## src/rtl/lsu_pkg.sv

```systemverilog
// lsu_pkg: shared types and helpers for the data load/store unit.
// Holds the FSM state encoding, access-size codes, the byte-enable mask
// function and the misalignment check.
package lsu_pkg;

    typedef enum logic [2:0] {
        IDLE  = 3'd0,
        REQ1  = 3'd1,
        WAIT1 = 3'd2,
        REQ2  = 3'd3,
        WAIT2 = 3'd4,
        RESP  = 3'd5
    } lsu_state_t;

    localparam logic [1:0] SIZE_B = 2'b00;
    localparam logic [1:0] SIZE_H = 2'b01;
    localparam logic [1:0] SIZE_W = 2'b10;

    // Unshifted byte-enable pattern for an access size; the illegal size gives no lanes.
    function automatic logic [3:0] be_mask(input logic [1:0] size);
        logic [3:0] m;
        case (size)
            SIZE_B:  m = 4'b0001;
            SIZE_H:  m = 4'b0011;
            SIZE_W:  m = 4'b1111;
            default: m = 4'b0000;
        endcase
        return m;
    endfunction

    // An access is misaligned when it would cross a word boundary.
    function automatic logic misaligned(input logic [1:0] size, input logic [1:0] off);
        return ((size == SIZE_H) && (off == 2'd3)) ||
               ((size == SIZE_W) && (off != 2'd0));
    endfunction

endpackage

```

## src/rtl/lsu_align.sv

```systemverilog
// lsu_align: combinational data alignment for the load/store unit.
// Shifts store data into its byte lanes, shifts (and, with
// LSU_MISALIGN_SPLIT_EN, merges two words of) load data down to bit 0,
// then sign- or zero-extends it to 32 bits by access size.
module lsu_align
    import lsu_pkg::*;
(
    input  logic [1:0]  off,
    input  logic [1:0]  size,
    input  logic        is_unsigned,
    input  logic [31:0] wdata,
    input  logic [31:0] rdata_lo,
`ifdef LSU_MISALIGN_SPLIT_EN
    input  logic [31:0] rdata_hi,
    output logic [31:0] wdata_hi,
`endif
    output logic [31:0] wdata_lo,
    output logic [31:0] rdata_ext
);

    logic [4:0]         sh;
    logic [31:0]        merged;
    logic signed [7:0]  byte_s;
    logic signed [15:0] half_s;

    assign sh = {off, 3'b000};

`ifdef LSU_MISALIGN_SPLIT_EN
    // Shift amount for the part that spills into the following word; 32 yields zero.
    logic [5:0] sh_inv;
    assign sh_inv   = 6'd32 - {1'b0, sh};
    assign wdata_hi = wdata >> sh_inv;
    assign merged   = (rdata_lo >> sh) | (rdata_hi << sh_inv);
`else
    assign merged   = rdata_lo >> sh;
`endif

    assign wdata_lo = wdata << sh;
    assign byte_s   = merged[7:0];
    assign half_s   = merged[15:0];

    // Extend the right-aligned load data above the access size.
    always_comb begin
        rdata_ext = merged;
        case (size)
            SIZE_B:  rdata_ext = is_unsigned ? {24'd0, merged[7:0]}  : 32'(byte_s);
            SIZE_H:  rdata_ext = is_unsigned ? {16'd0, merged[15:0]} : 32'(half_s);
            default: rdata_ext = merged;
        endcase
    end

endmodule

```

## src/rtl/data_lsu.sv

```systemverilog
// data_lsu: load/store unit between the core data port and data memory.
// One access outstanding at a time; illegal sizes and misaligned accesses
// return an error response without touching memory. Defining
// LSU_MISALIGN_SPLIT_EN instead splits misaligned accesses into two
// aligned memory transactions (REQ2/WAIT2).
module data_lsu
    import lsu_pkg::*;
(
    input  logic        clk,
    input  logic        res_n,
    input  logic        core_req,
    input  logic        core_we,
    input  logic [1:0]  core_size,
    input  logic        core_unsigned,
    input  logic [31:0] core_adr,
    input  logic [31:0] core_wdata,
    output logic        core_gnt,
    output logic        core_rvalid,
    output logic [31:0] core_rdata,
    output logic        core_err,
    output logic        data_req,
    output logic [31:0] data_adr,
    output logic        data_we,
    output logic [3:0]  data_be,
    output logic [31:0] data_wdata,
    input  logic        data_gnt,
    input  logic        data_rvalid,
    input  logic [31:0] data_rdata
);

    lsu_state_t  state, state_next;

    logic [31:0] adr_q;
    logic        we_q;
    logic [1:0]  size_q;
    logic        uns_q;
    logic [31:0] wdata_q;
    logic        err_q;
    logic [31:0] rdata_lo_q;

    logic        access_bad;
    logic [31:0] adr_lo;
    logic [3:0]  be_lo;
    logic [31:0] wdata_lo;
    logic [31:0] rdata_ext;

    assign core_gnt = core_req & (state == IDLE);

`ifdef LSU_MISALIGN_SPLIT_EN
    logic [31:0] rdata_hi_q;
    logic [3:0]  be_hi;
    logic [31:0] wdata_hi;

    assign access_bad = (core_size == 2'b11);
    assign be_hi      = be_mask(size_q) >> (3'd4 - {1'b0, adr_q[1:0]});
`else
    assign access_bad = (core_size == 2'b11) || misaligned(core_size, core_adr[1:0]);
`endif

    assign adr_lo = {adr_q[31:2], 2'b00};
    assign be_lo  = be_mask(size_q) << adr_q[1:0];

    lsu_align u_align (
        .off         (adr_q[1:0]),
        .size        (size_q),
        .is_unsigned (uns_q),
        .wdata       (wdata_q),
        .rdata_lo    (rdata_lo_q),
`ifdef LSU_MISALIGN_SPLIT_EN
        .rdata_hi    (rdata_hi_q),
        .wdata_hi    (wdata_hi),
`endif
        .wdata_lo    (wdata_lo),
        .rdata_ext   (rdata_ext)
    );

    // State register.
    always_ff @(posedge clk or negedge res_n) begin
        if (!res_n) state <= IDLE;
        else        state <= state_next;
    end

    // Capture the access on grant and the memory words as they return.
    always_ff @(posedge clk or negedge res_n) begin
        if (!res_n) begin
            adr_q      <= '0;
            we_q       <= 1'b0;
            size_q     <= '0;
            uns_q      <= 1'b0;
            wdata_q    <= '0;
            err_q      <= 1'b0;
            rdata_lo_q <= '0;
`ifdef LSU_MISALIGN_SPLIT_EN
            rdata_hi_q <= '0;
`endif
        end else begin
            if (core_gnt) begin
                adr_q      <= core_adr;
                we_q       <= core_we;
                size_q     <= core_size;
                uns_q      <= core_unsigned;
                wdata_q    <= core_wdata;
                err_q      <= access_bad;
                rdata_lo_q <= '0;
`ifdef LSU_MISALIGN_SPLIT_EN
                rdata_hi_q <= '0;
`endif
            end
            if ((state == WAIT1) && data_rvalid) rdata_lo_q <= data_rdata;
`ifdef LSU_MISALIGN_SPLIT_EN
            if ((state == WAIT2) && data_rvalid) rdata_hi_q <= data_rdata;
`endif
        end
    end

    // Next-state logic and all handshake outputs; memory signals are zero outside REQ states.
    always_comb begin
        state_next  = state;
        data_req    = 1'b0;
        data_adr    = '0;
        data_we     = 1'b0;
        data_be     = '0;
        data_wdata  = '0;
        core_rvalid = 1'b0;
        core_err    = 1'b0;
        core_rdata  = '0;
        case (state)
            IDLE: begin
                if (core_req) state_next = access_bad ? RESP : REQ1;
            end
            REQ1: begin
                data_req   = 1'b1;
                data_adr   = adr_lo;
                data_we    = we_q;
                data_be    = be_lo;
                data_wdata = wdata_lo;
                if (data_gnt) state_next = WAIT1;
            end
            WAIT1: begin
`ifdef LSU_MISALIGN_SPLIT_EN
                if (data_rvalid) state_next = misaligned(size_q, adr_q[1:0]) ? REQ2 : RESP;
`else
                if (data_rvalid) state_next = RESP;
`endif
            end
`ifdef LSU_MISALIGN_SPLIT_EN
            REQ2: begin
                data_req   = 1'b1;
                data_adr   = adr_lo + 32'd4;
                data_we    = we_q;
                data_be    = be_hi;
                data_wdata = wdata_hi;
                if (data_gnt) state_next = WAIT2;
            end
            WAIT2: begin
                if (data_rvalid) state_next = RESP;
            end
`endif
            RESP: begin
                core_rvalid = 1'b1;
                core_err    = err_q;
                core_rdata  = (err_q || we_q) ? 32'd0 : rdata_ext;
                state_next  = IDLE;
            end
            default: state_next = IDLE;
        endcase
    end

endmodule

```

## config.mk

```make
export PLATFORM = sky130hd
export DESIGN_NAME = data_lsu
export DESIGN_NICKNAME = d
export VERILOG_FILES = /design/src/rtl/lsu_pkg.sv /design/src/rtl/lsu_align.sv /design/src/rtl/data_lsu.sv
export SDC_FILE = /design/constraint.sdc
export NUM_CORES = 1
export LEC_CHECK = 0
export ABC_AREA = 1
export CORE_ASPECT_RATIO = 0.9
export CORE_MARGIN = 5
export CORE_UTILIZATION = 60
export DETAILED_ROUTE_END_ITERATION = 10
export DONT_BUFFER_PORTS = 1
export HOLD_SLACK_MARGIN = 0.03
export MAX_ROUTING_LAYER = met4
export PLACE_DENSITY = 0.79
export SLEW_MARGIN = 20
export SYNTH_ARGS = -nofsm -noshare
export SYNTH_HDL_FRONTEND = slang
export SYNTH_SLANG_ARGS = --single-unit
```

## constraint.sdc

```tcl
create_clock -name clk -period 2.3 [get_ports clk]
set_input_delay 0.115 -clock clk [delete_from_list [all_inputs] [get_ports clk]]
set_output_delay 0.115 -clock clk [all_outputs]
set_load 0.05 [all_outputs]
```

==> results.md <==
- #FFs+latches synth: approximately 100
- Final min period: 2.27 ns
- Total number of yosys warnings: 0
- Lkg Pwr: 4.20 nW
- Layout area overhead: 38.0%
- Worst path most repeated cell: inv_2
- Upper clock frequency limit: around 440 MHz
- Critical Path RT: between 2 and 2.5 ns
- Post-Synthesis Cells: approximately 840
- Vias: 6447
- Die Span Y: between 100 and 150 um
- Drt pass-1 iters: 5
- Antenna viol nets, final: 0
- Row count: 34
- Setup crit start kind: flop
- Wirelength per Cell: approximately 18 um
- Crit-path cells: inv_2 > nand2_1 > nor2_2 > inv_2 > a21oi_1 > buf_4
- Setup violations, final: 0
- Slew headroom: a little over half
- Chip width: roughly 110 um
- Failing checks: negative hold slack
- Fin. max-slew vios: 0
- Worst hold path type: in -> async
- H-tree lvl count: 3
- Slew @ Worst Pin: about 0.7 ns
- Maximum root-to-sink buffer count: 2
- Antenna violations before repair: 1
- WP data arrival: 2.15 ns
- Peak VDD IR: approximately 1100 uV
- Routed vias/inst: 5.60
- Sequential-to-total area share from yosys stat: between 40% and 50%
- Max stage delay on crit path: approximately 0.42 ns
- IO Pins: 210
- Port Buffers: 0
- Final-report hold violation count: approximately 100
- Cell Area, Synth: between 0.005 and 0.006 sq mm
- DRC: 0
- RSZ-0062 raised after global routing: yes
- CTS Hold Bufs: 102
- Clock Latency Late Sink: around 0.37 ns
- GP Congestion: 0.995
- Critical Path Slowest Stage Cell: dfrtp_1
- Count of cell types in the netlist: 31
- Worst hold margin: -0.573 ns
- Cts bufs inserted: 9
- Clock sink count: about 100
- WS Path Type: reg -> out
- Crit-path max FO: 40
- TritonCTS clock tree: built
- Core Area: 0.00970 sq mm
- Vias in the first global route: 6469
- Design Power: between 10 and 15 mW
- Final Worst Setup Slack: 0.0344 ns
- GRT overflow: 0
- Core Util, Final: between 80% and 90%
- First-pass GRT wire length: roughly 32000 um
- Layout cells sized above 1: 16.3%
- Power Dens Cells: 1380 mW/mm^2
- Max cap viols: 0
- Leading cell type in the layout, fill and taps excluded: nand2_1
- Largest net degree at the start of global routing: approximately 110
- Worst slack, placed: between 0.3 and 0.4 ns
- Commonest cells after routing, fill and taps aside: nand2_1, inv_1, dfrtp_1
- Period utilization: roughly 100%
- Routed WL: 20400 um
- Die area: 0.0120 sq mm
- FILL cells: roughly 530
- GRT Util Overall: between 30% and 40%
- Element type at the critical path end: output pin
- Outcome: finished, violations left
- Syn Area/Cell: around 7.1 sq um
- Final nets: ~1100
- DP HPWL: ~12000 um
- Starting density of the core: between 60% and 70%
- CTS Root Cell: clkbuf_8
- Worst-path clk slew: approximately 0.11 ns
- Clk_skew: 0.00988 ns
- CP bufs+invs: 3
- Delay-heaviest family, CP: buffers and inverters
- Initial DRC count: 661
[final timing paths]
path / from / to / slack [ns] / cells after the start
worst max-delay path: state[1] / data_wdata[31] / 0.03 / 6
worst max register to register: state[0] / adr_q[25] / 0.56 / 6
worst min register to register: wdata_q[24] / wdata_q[24] / 0.49 / 2
min in group clk: core_req / state[1] / 0.06 / 3
worst min-delay path: res_n / adr_q[11] / -0.57 / 0
max in group asynchronous: res_n / rdata_lo_q[15] / 2.71 / 0
[stage by stage]
stage          area [sq um]  hold WS [ns]  cells  setup TNS [ns]
6_report               8210        -0.573   1151               0
5_1_grt                8210        -0.602   1151          -0.748
4_1_cts                8140        -0.582   1147               0
3_5_place_dp           6930        -0.177   1029               0
3_3_place_gp           6930        -0.178   1029               0
2_1_floorplan          5950        -0.181    843               0
[registers in the layout (all words and copies together) (netlist names)]
register    cells
adr_q          32
rdata_lo_q     32
wdata_q        32
err_q           1
size_q          2
we_q            1
uns_q           1
state           3
[per-layer routing]
metal | share of wire (%) | global-route usage [%] | vias to the layer above
met5 | 0 | - | -
met4 | 3.3 | 13.1 | 0
met3 | 8.5 | 6.40 | 63
met2 | 50 | 56.3 | 384
met1 | 39 | 42.3 | 3031
li1 | - | - | 2969
[area by class of cell]
cell class	instances	area [sq um]	area share (%)
Tap cell	126	158	1.92
Sequential cell	104	2610	31.8
Multi-Input combinational cell	542	2560	31.2
Clock inverter	6	51.3	0.625
Inverter	142	547	6.66
Timing Repair Buffer	220	2140	26.1
Clock buffer	10	138	1.68
Antenna cell	1	2.50	0.0305
[what timing repair did]
| action | 4_1_cts | 5_1_grt |
|---|---|---|
| pin swaps | 0 | 1 |
| setup buffers | 0 | 2 |
| gates cloned | 0 | 1 |
| setup endpoints to repair | 16 | 48 |
| resized for setup | 1 | 8 |
| hold endpoints to repair | 208 | 104 |
[logic make-up after synthesis]
| kind of cell | Yosys count | synth area share [%] |
|---|---|---|
| adder cells (fa/ha/maj) | 4 | 0.841 |
| AO/OA/AOI/OAI | 178 | 16.3 |
| AND/OR/NAND/NOR | 357 | 25.1 |
| other | 1 | 0.0630 |
| buffers and inverters | 198 | 14.0 |
| flip-flops | 104 | 43.8 |
[synthesized netlist by cell type]
library cell | n | share of area [%]
a21oi_1 | 35 | 2.9
a31oi_1 | 7 | 0.74
buf_2 | 33 | 2.8
buf_4 | 8 | 1.0
buf_6 | 2 | 0.38
clkbuf_1 | 13 | 0.82
clkinv_1 | 3 | 0.19
conb_1 | 1 | 0.063
dfrtp_1 | 104 | 44
ha_1 | 4 | 0.84
inv_1 | 133 | 8.4
inv_2 | 5 | 0.32
inv_4 | 1 | 0.11
nand2_1 | 253 | 16
nand2_2 | 1 | 0.11
nand3_1 | 28 | 2.4
nand3_2 | 4 | 0.67
nand3_4 | 2 | 0.59
nand3b_1 | 2 | 0.25
nor2_1 | 47 | 3.0
nor2_2 | 2 | 0.21
nor3_1 | 8 | 0.67
nor3_2 | 1 | 0.17
nor3_4 | 1 | 0.27
o211ai_1 | 8 | 1.0
o21a_1 | 8 | 1.0
o21ai_0 | 46 | 3.9
o21ai_1 | 52 | 4.4
o22ai_1 | 21 | 2.2
o31ai_1 | 1 | 0.13
or2_2 | 8 | 0.84
[worst reg2reg max path, delay by kind of cell, from the launching register on]
family | cells | cell delay [ns]
compound gates | 1 | 0.15
buf+inv | 2 | 0.53
flops | 1 | 0.43
simple gates | 3 | 0.56
[report_power, final]
part	total (mW)	switching (mW)	internal, mW	leakage (nW)
Sequential	3.24	0.560	2.68	1.32
Clock	1.11	0.673	0.440	0.0988
Combinational	6.94	4.85	2.09	2.78
Note: power is estimated with default switching activity, not from simulation.
